File: src/rtl/uart_rx_byte.sv
// 8N1 UART receiver: two-flop synchronizer, mid-bit sampling, framing/overrun
// detection and a one-byte holding register on a valid/ready interface.
module uart_rx_byte #(
  parameter int CLK_FREQ = 100000000,
  parameter int BAUD     = 115200
) (
  input  logic       CLK,
  input  logic       CK_RST,
  input  logic       UART_RX,
  output logic [7:0] rx_data,
  output logic       rx_valid,
  input  logic       rx_ready,
  output logic       frame_err,
  output logic       overrun_err
);

  localparam int BIT_CNT  = (CLK_FREQ + BAUD / 2) / BAUD;
  localparam int HALF_CNT = BIT_CNT / 2;
  localparam int CW       = $clog2(BIT_CNT + 1);
  localparam logic [CW-1:0] BIT_LOAD  = CW'(BIT_CNT - 1);
  localparam logic [CW-1:0] HALF_LOAD = CW'(HALF_CNT - 1);

  typedef enum logic [2:0] {
    IDLE,
    START,
    DATA,
    STOP,
    BREAK
  } state_t;

  state_t          state_q, state_d;
  logic            sync1_q, rx_s_q;
  logic [CW-1:0]   cnt_q, cnt_d;
  logic [2:0]      idx_q, idx_d;
  logic [7:0]      shift_q, shift_d;
  logic [7:0]      data_q, data_d;
  logic            valid_q, valid_d;
  logic            frame_err_q, frame_err_d;
  logic            overrun_err_q, overrun_err_d;
  logic            cnt_zero;
  logic            byte_done;

  assign cnt_zero = (cnt_q == '0);

  always_comb begin
    state_d       = state_q;
    cnt_d         = cnt_q;
    idx_d         = idx_q;
    shift_d       = shift_q;
    data_d        = data_q;
    valid_d       = valid_q;
    frame_err_d   = 1'b0;
    overrun_err_d = 1'b0;
    byte_done     = 1'b0;

    case (state_q)
      IDLE: begin
        if (!rx_s_q) begin
          cnt_d   = HALF_LOAD;
          state_d = START;
        end
      end
      // A start bit that is high again at its mid-point was only a glitch.
      START: begin
        if (cnt_zero) begin
          if (!rx_s_q) begin
            cnt_d   = BIT_LOAD;
            idx_d   = 3'd0;
            state_d = DATA;
          end else begin
            state_d = IDLE;
          end
        end else begin
          cnt_d = cnt_q - 1'b1;
        end
      end
      DATA: begin
        if (cnt_zero) begin
          shift_d[idx_q] = rx_s_q;
          cnt_d          = BIT_LOAD;
          if (idx_q == 3'd7) begin
            state_d = STOP;
          end else begin
            idx_d = idx_q + 3'd1;
          end
        end else begin
          cnt_d = cnt_q - 1'b1;
        end
      end
      STOP: begin
        if (cnt_zero) begin
          if (rx_s_q) begin
            byte_done = 1'b1;
            state_d   = IDLE;
          end else begin
            frame_err_d = 1'b1;
            state_d     = BREAK;
          end
        end else begin
          cnt_d = cnt_q - 1'b1;
        end
      end
      // Wait out a held-low line so a break yields one error, not a stream of frames.
      BREAK: begin
        if (rx_s_q) begin
          state_d = IDLE;
        end
      end
      default: begin
        state_d = IDLE;
      end
    endcase

    if (valid_q && rx_ready) begin
      valid_d = 1'b0;
    end

    // A consumer draining in the completion cycle frees the register for the new byte.
    if (byte_done) begin
      if (!valid_q || rx_ready) begin
        data_d  = shift_q;
        valid_d = 1'b1;
      end else begin
        overrun_err_d = 1'b1;
      end
    end
  end

  always_ff @(posedge CLK or negedge CK_RST) begin
    if (!CK_RST) begin
      state_q       <= IDLE;
      sync1_q       <= 1'b1;
      rx_s_q        <= 1'b1;
      cnt_q         <= '0;
      idx_q         <= 3'd0;
      shift_q       <= 8'h00;
      data_q        <= 8'h00;
      valid_q       <= 1'b0;
      frame_err_q   <= 1'b0;
      overrun_err_q <= 1'b0;
    end else begin
      state_q       <= state_d;
      sync1_q       <= UART_RX;
      rx_s_q        <= sync1_q;
      cnt_q         <= cnt_d;
      idx_q         <= idx_d;
      shift_q       <= shift_d;
      data_q        <= data_d;
      valid_q       <= valid_d;
      frame_err_q   <= frame_err_d;
      overrun_err_q <= overrun_err_d;
    end
  end

  assign rx_data     = data_q;
  assign rx_valid    = valid_q;
  assign frame_err   = frame_err_q;
  assign overrun_err = overrun_err_q;

endmodule

File: config.mk
export PLATFORM = sky130hd
export DESIGN_NAME = uart_rx_byte
export DESIGN_NICKNAME = d
export VERILOG_FILES = /design/src/rtl/uart_rx_byte.sv
export SDC_FILE = /design/constraint.sdc
export NUM_CORES = 1
export LEC_CHECK = 0
export CAP_MARGIN = 0
export CORE_UTILIZATION = 35
export CTS_CLUSTER_DIAMETER = 60
export DETAILED_ROUTE_END_ITERATION = 10
export MAX_ROUTING_LAYER = met4
export SLEW_MARGIN = 10
export SYNTH_ARGS = -nofsm -noshare
export SYNTH_HDL_FRONTEND = slang
export SYNTH_SLANG_ARGS = --single-unit
File: constraint.sdc
create_clock -name CLK -period 2.3 [get_ports CLK]
set_input_delay 0.345 -clock CLK [delete_from_list [all_inputs] [get_ports CLK]]
set_output_delay 0.345 -clock CLK [all_outputs]
set_load 0.005 [all_outputs]
After elaboration in Yosys (flattened, before gate mapping)

Index checks and enable logic that the tools add are counted.

Output and inout port bits: 11
Input port bits: 4
Bits in registers: 37
Word-level logic and storage cells: 76

$lt $le $gt $ge: 2
Equal/unequal tests: 15
Reductions and logical operators: 13
Multiplexer cells: 34
Add/subtract/negate cells: 2

Operator list:

| kind                                                               | count |
|---|---|
| two-way mux 10 bit                                                 | 5 |
| one-hot mux 10 bit (4 select lines)                                | 1 |
| two-way mux 3 bit                                                  | 11 |
| != test 2 bit (second input constant)                              | 9 |
| one-hot mux 3 bit (5 select lines)                                 | 1 |
| two-way mux 1 bit                                                  | 12 |
| zero test 10 bit                                                   | 1 |
| subtractor 10 x 1 -> 10 bit (second input constant)                | 1 |
| bitwise mux 8 bit                                                  | 1 |
| == test 3 x 2 -> 1 bit (second input constant)                     | 2 |
| == test 3 bit (second input constant)                              | 2 |
| one-hot mux 3 bit (2 select lines)                                 | 1 |
| AND reduction 6 bit                                                | 1 |
| AND reduction 5 bit                                                | 1 |
| < comparator 3 x 4 -> 1 bit (second input constant)                | 1 |
| AND reduction 2 bit                                                | 2 |
| AND reduction 4 bit                                                | 1 |
| nonzero test 4 bit                                                 | 1 |
| adder 3 x 1 -> 3 bit (second input constant)                       | 1 |
| demux 1 bit (select 3 bit)                                         | 1 |
| == test 3 x 1 -> 1 bit (second input constant)                     | 1 |
| greater-or-equal comparator 3 x 1 -> 1 bit (second input constant) | 1 |
| zero test 3 bit                                                    | 1 |
| != test 3 bit (second input constant)                              | 1 |
| 5 further kinds                                                    | 6 |

Longest topological paths before layout

Depth after elaboration: 5
Gate-level depth with buffers: 7
Depth with buffers taken out: 6

Worst setup path before layout

OpenSTA, ideal clock, no wires.

Path type: register -> register
Start point: register cnt_q[0]
End point: register cnt_q[6]
Stages on the path, launching flop included: 8
Clock period less this slack: 2273 ps
Data arrival time: 2150 ps
Setup slack: 27 ps
Data required time: 2176 ps
Library setup time: 124 ps
Buffers on the path: 1
Path through: dfrtp_1 > inv_1 > ha_1 > or3b_2 > clkbuf_1 > o41a_1 > a211o_1 > a211o_1

Longest elaborated chain between the ends: 3
Elaborated cells between the ends (all ways): 9
Those cells by class: add/sub: 1; eq/ne: 2; mux: 4; reduce/logical: 2

RTL lines:

| item                                                                              | line | text |
|---|---|---|
| start: declaration                                                                | 33   | `logic [CW-1:0] cnt_q, cnt_d;` |
| start signal: assignment                                                          | 145  | `cnt_q <= cnt_d;` |
| subtractor 10 x 1 -> 10 bit / zero test 10 bit (equally long branches)            | n/a  |  |
| two-way mux 10 bit (tied with other cells)                                        | 91   | `if (cnt_zero) begin` |
| one-hot mux 10 bit (4 select lines) / AND reduction 4 bit (equally long branches) | n/a  |  |

Parallel ways exist; a longest one is shown, timed or not. The select of a mux whose other input is x is not followed.
A chain may end at the register's enable or synchronous reset.

Worst setup path in the final report

Start point: register cnt_q[1]
End point: register cnt_q[6]

Same word-level chain as after synthesis.

==> flow_summary.toml <==
[timing]
slew_viol_final = 0
tns_ns = 0
period_minus_slack_ns = 2.15
worstMarginPinSlew_ns = 0.821
relSlewSlack_pct = 45.3
rsz0062_at_grt = "false"
skew_ns = 0.00745
fmax_mhz = 464
finalHoldViolations = 0
finalSetupViolations = 0
period_share_pct = 93.6
worst_slack_ns = 0.147
hold_ws_ns = 0.146

[routing]
drt_first_pass_iters = 4
num_vias = 1599
avgRoutedWirePerCell_um = 14.6
drc = 0
wl_mm = 4.31
ant_nets = 0
dr.first_iter.drc_count = 240
vias_per_cell = 5.42

[synthesis]
syn_nets = 200
muxShareOfSynthArea_pct = 10.7
synth_top_family_by_area = "simple AND/OR/NAND/NOR gates"
ys_ff_latch = 37
synth_compound_area_share_pct = 13.4
synth_area_per_cell_um2 = 10.3
yosys.area_share.adder_pct = 2.54
synth_xor_area_share_pct = 0.445
async_reset_ff_share_pct = 100
synth-simple-area-share_pct = 22.4
yosys_warnings = 0
yosysSeqAreaShare_pct = 47.2
synth-edff-count = 0
synth-main-ff-cell = "dfrtp_1"
synthCells = 192
syn_area_um2 = 1970
ys_types = 48

[die]
die_w_um = 77.0
io_pins = 15
die_h_um = 77.0
core_area_um2 = 5270
start_util_pct = 37.3
fp-row-count = 26
die_area_um2 = 5930

[critical_path]
cpMostUsedCell = "a211o_1"
slowest_delay_ns = 0.43
cp_slowest_cell = "or3b_4"
cp_cell_sequence = "inv_1 > ha_1 > or3b_4 > o41a_1 > a211o_1 > a211o_1"
end_kind = "flop"
crit_path_start_kind = "flop"
worst_ep_arrival_time_ns = 2.33
critPathKind = "reg2reg"
path_max_fanout = 9
worstPathRequired_ns = 2.48

[cts]
clk_pin_slew_ns = 0.08
cts-root-buf = "clkbuf_8"
clock_latency_ns = 0.29
cts_tree = "done"
clock_sinks = 37
cts.htree.levels = 2
numCtsBuffers = 5
post_cts_buffers = 0
cts_max_path_buffers = 2

[power_and_ir_drop]
power_density_nw_per_um2 = 516
p_leak_nw = 1.12
power_mw = 1.26
peakVddDrop_mv = 0.273

[run_status]
status = "finished clean"

[final_layout]
areaGrowthSynthToFinish_pct = 24.5
final_nets = 232
multi_input_area_um2 = 988
diodes = 0
num-fill-cells = 489
seqCellArea_um2 = 928
drive_gt1_share_pct = 26.7
final_design_area_no_fill_um2 = 2450

[placed_design]
gp_congestion = 0.901
place_area_um2 = 2320
place_ws_ns = 0.0294
io_buffers = 14
hpwlAfterDp_mm = 3.02

[global_routing]
grt_remaining_overflow = 0
antenna_found_initial = 0
grt_pass1_vias = 1549
grt_pass1_wl_mm = 7.49
grtUsageTotal_pct = 16.9
grt_max_degree = 38

[min_path]
min_path_type = "in2async"

[job]
drv_cap = 0
[worst max-delay path: cells and delay by family, from the launching register on]
kind | cells | cell delay, ns
and+or+nand+nor | 1 | 0.43
buffers and inverters | 1 | 0.09
adders and majority gates | 1 | 0.15
AOI/OAI and AO/OA | 3 | 0.97
DFF | 1 | 0.40
[registers in the layout, indices dropped and copies added, names as in the netlist]
signal / flops
cnt_q: 10
rx_data: 8
shift_q: 8
idx_q: 3
state_q: 3
frame_err: 1
overrun_err: 1
rx_s_q: 1
rx_valid: 1
sync1_q: 1
[layer usage]
layer	GRT usage [%]	routed length (µm)	vias to the layer above
li1	-	-	791
met2	25.1	1940	41
met5	-	0	-
met1	22.2	2110	763
met3	3.93	189	4
met4	7.17	63	0
[worst paths after layout]
| path | start | to | slack [ns] | cells after the start |
|---|---|---|---|---|
| worst min register to register | sync1_q | rx_s_q | 0.36 | 0 |
| max in group asynchronous | CK_RST | state_q[0] | 1.63 | 1 |
| worst max-delay path | cnt_q[1] | cnt_q[6] | 0.15 | 6 |
| min in group CLK | sync1_q | rx_s_q | 0.36 | 0 |
| worst min-delay path | CK_RST | cnt_q[5] | 0.15 | 1 |
| worst max register to register | cnt_q[1] | cnt_q[6] | 0.15 | 6 |
[cells in the final DEF (no fill, tap or decap), drive strengths merged, types with 2 or more instances in the layout]
cell type      netlist  routed
dfrtp               35      35
buf                  2      24
mux2                17      17
clkdlybuf4s50        0      13
nor2                12      12
nor3                12      12
nand2                9       9
o21ai                8       8
nor4                 7       7
a21oi                6       6
clkbuf              10       6
inv                  5       5
nand3                5       5
or4                  5       5
nand4                4       4
and3                 4       4
ha                   4       4
nor3b                3       3
or2                  3       3
a211oi               3       3
a211o                3       3
nand2b               2       2
or3                  2       2
a31oi                2       2
nor2b                2       2
a2bb2oi              2       2
mux2i                2       2
dfstp                2       2
or3b                 2       2
o41ai                2       2
[what timing repair did]
item / CTS / global route
resized for setup: 0 / 3
hold buffers: 0 / 0
setup endpoints to repair: 0 / 4
[cells in the mapped netlist, drive strengths merged, types with 2 or more instances]
cell type  number  area share, %
nor2b           2           0.64
and3            4            1.3
nor3b           3            1.1
nand2b          2           0.64
or2             3           0.95
nand2           9            1.7
buf             2           0.44
nand4           4            1.3
o41ai           2           0.89
a31oi           2           0.64
a211o           3            1.3
a2bb2oi         2           0.89
or3             2           0.64
a211oi          3            1.1
nor3           12            3.1
a21oi           6            1.5
or4             5            1.9
ha              4            2.5
dfrtp          35             45
nand3           5            1.3
dfstp           2            2.7
nor2           12            2.3
or3b            2           0.89
nor4            7            2.5
o21ai           8            2.0
mux2           17            9.7
mux2i           2            1.0
clkbuf         10            1.9
inv             5           0.95
[kinds of logic after synthesis]
family          count (synthesis)
buf+inv                        17
xor+xnor                        1
flops                          37
simple gates                   77
fa+ha+maj                       4
compound gates                 37
mux                            19
[final cells by class]
type | instances | area share [%]
Tap cell | 70 | 3.57
Clock inverter | 2 | 1.53
Multi-Input combinational cell | 138 | 40.3
Sequential cell | 37 | 37.9
Inverter | 5 | 0.766
Clock buffer | 6 | 3.37
Timing Repair Buffer | 37 | 12.6
[through the flow]
step,cells,util [%]
finish,295,46.5
global route,295,46.5
CTS,295,46.2
detailed placement,287,44.0
global placement,287,44.0
floorplan,192,-
[power breakdown]
part / leakage [nW] / switching (mW) / internal [mW] / total, mW
Sequential: 0.490 / 0.00403 / 0.653 / 0.657
Combinational: 0.572 / 0.0160 / 0.00564 / 0.0217
Clock: 0.0574 / 0.232 / 0.353 / 0.585
Note: power is estimated with default switching activity, not from simulation.
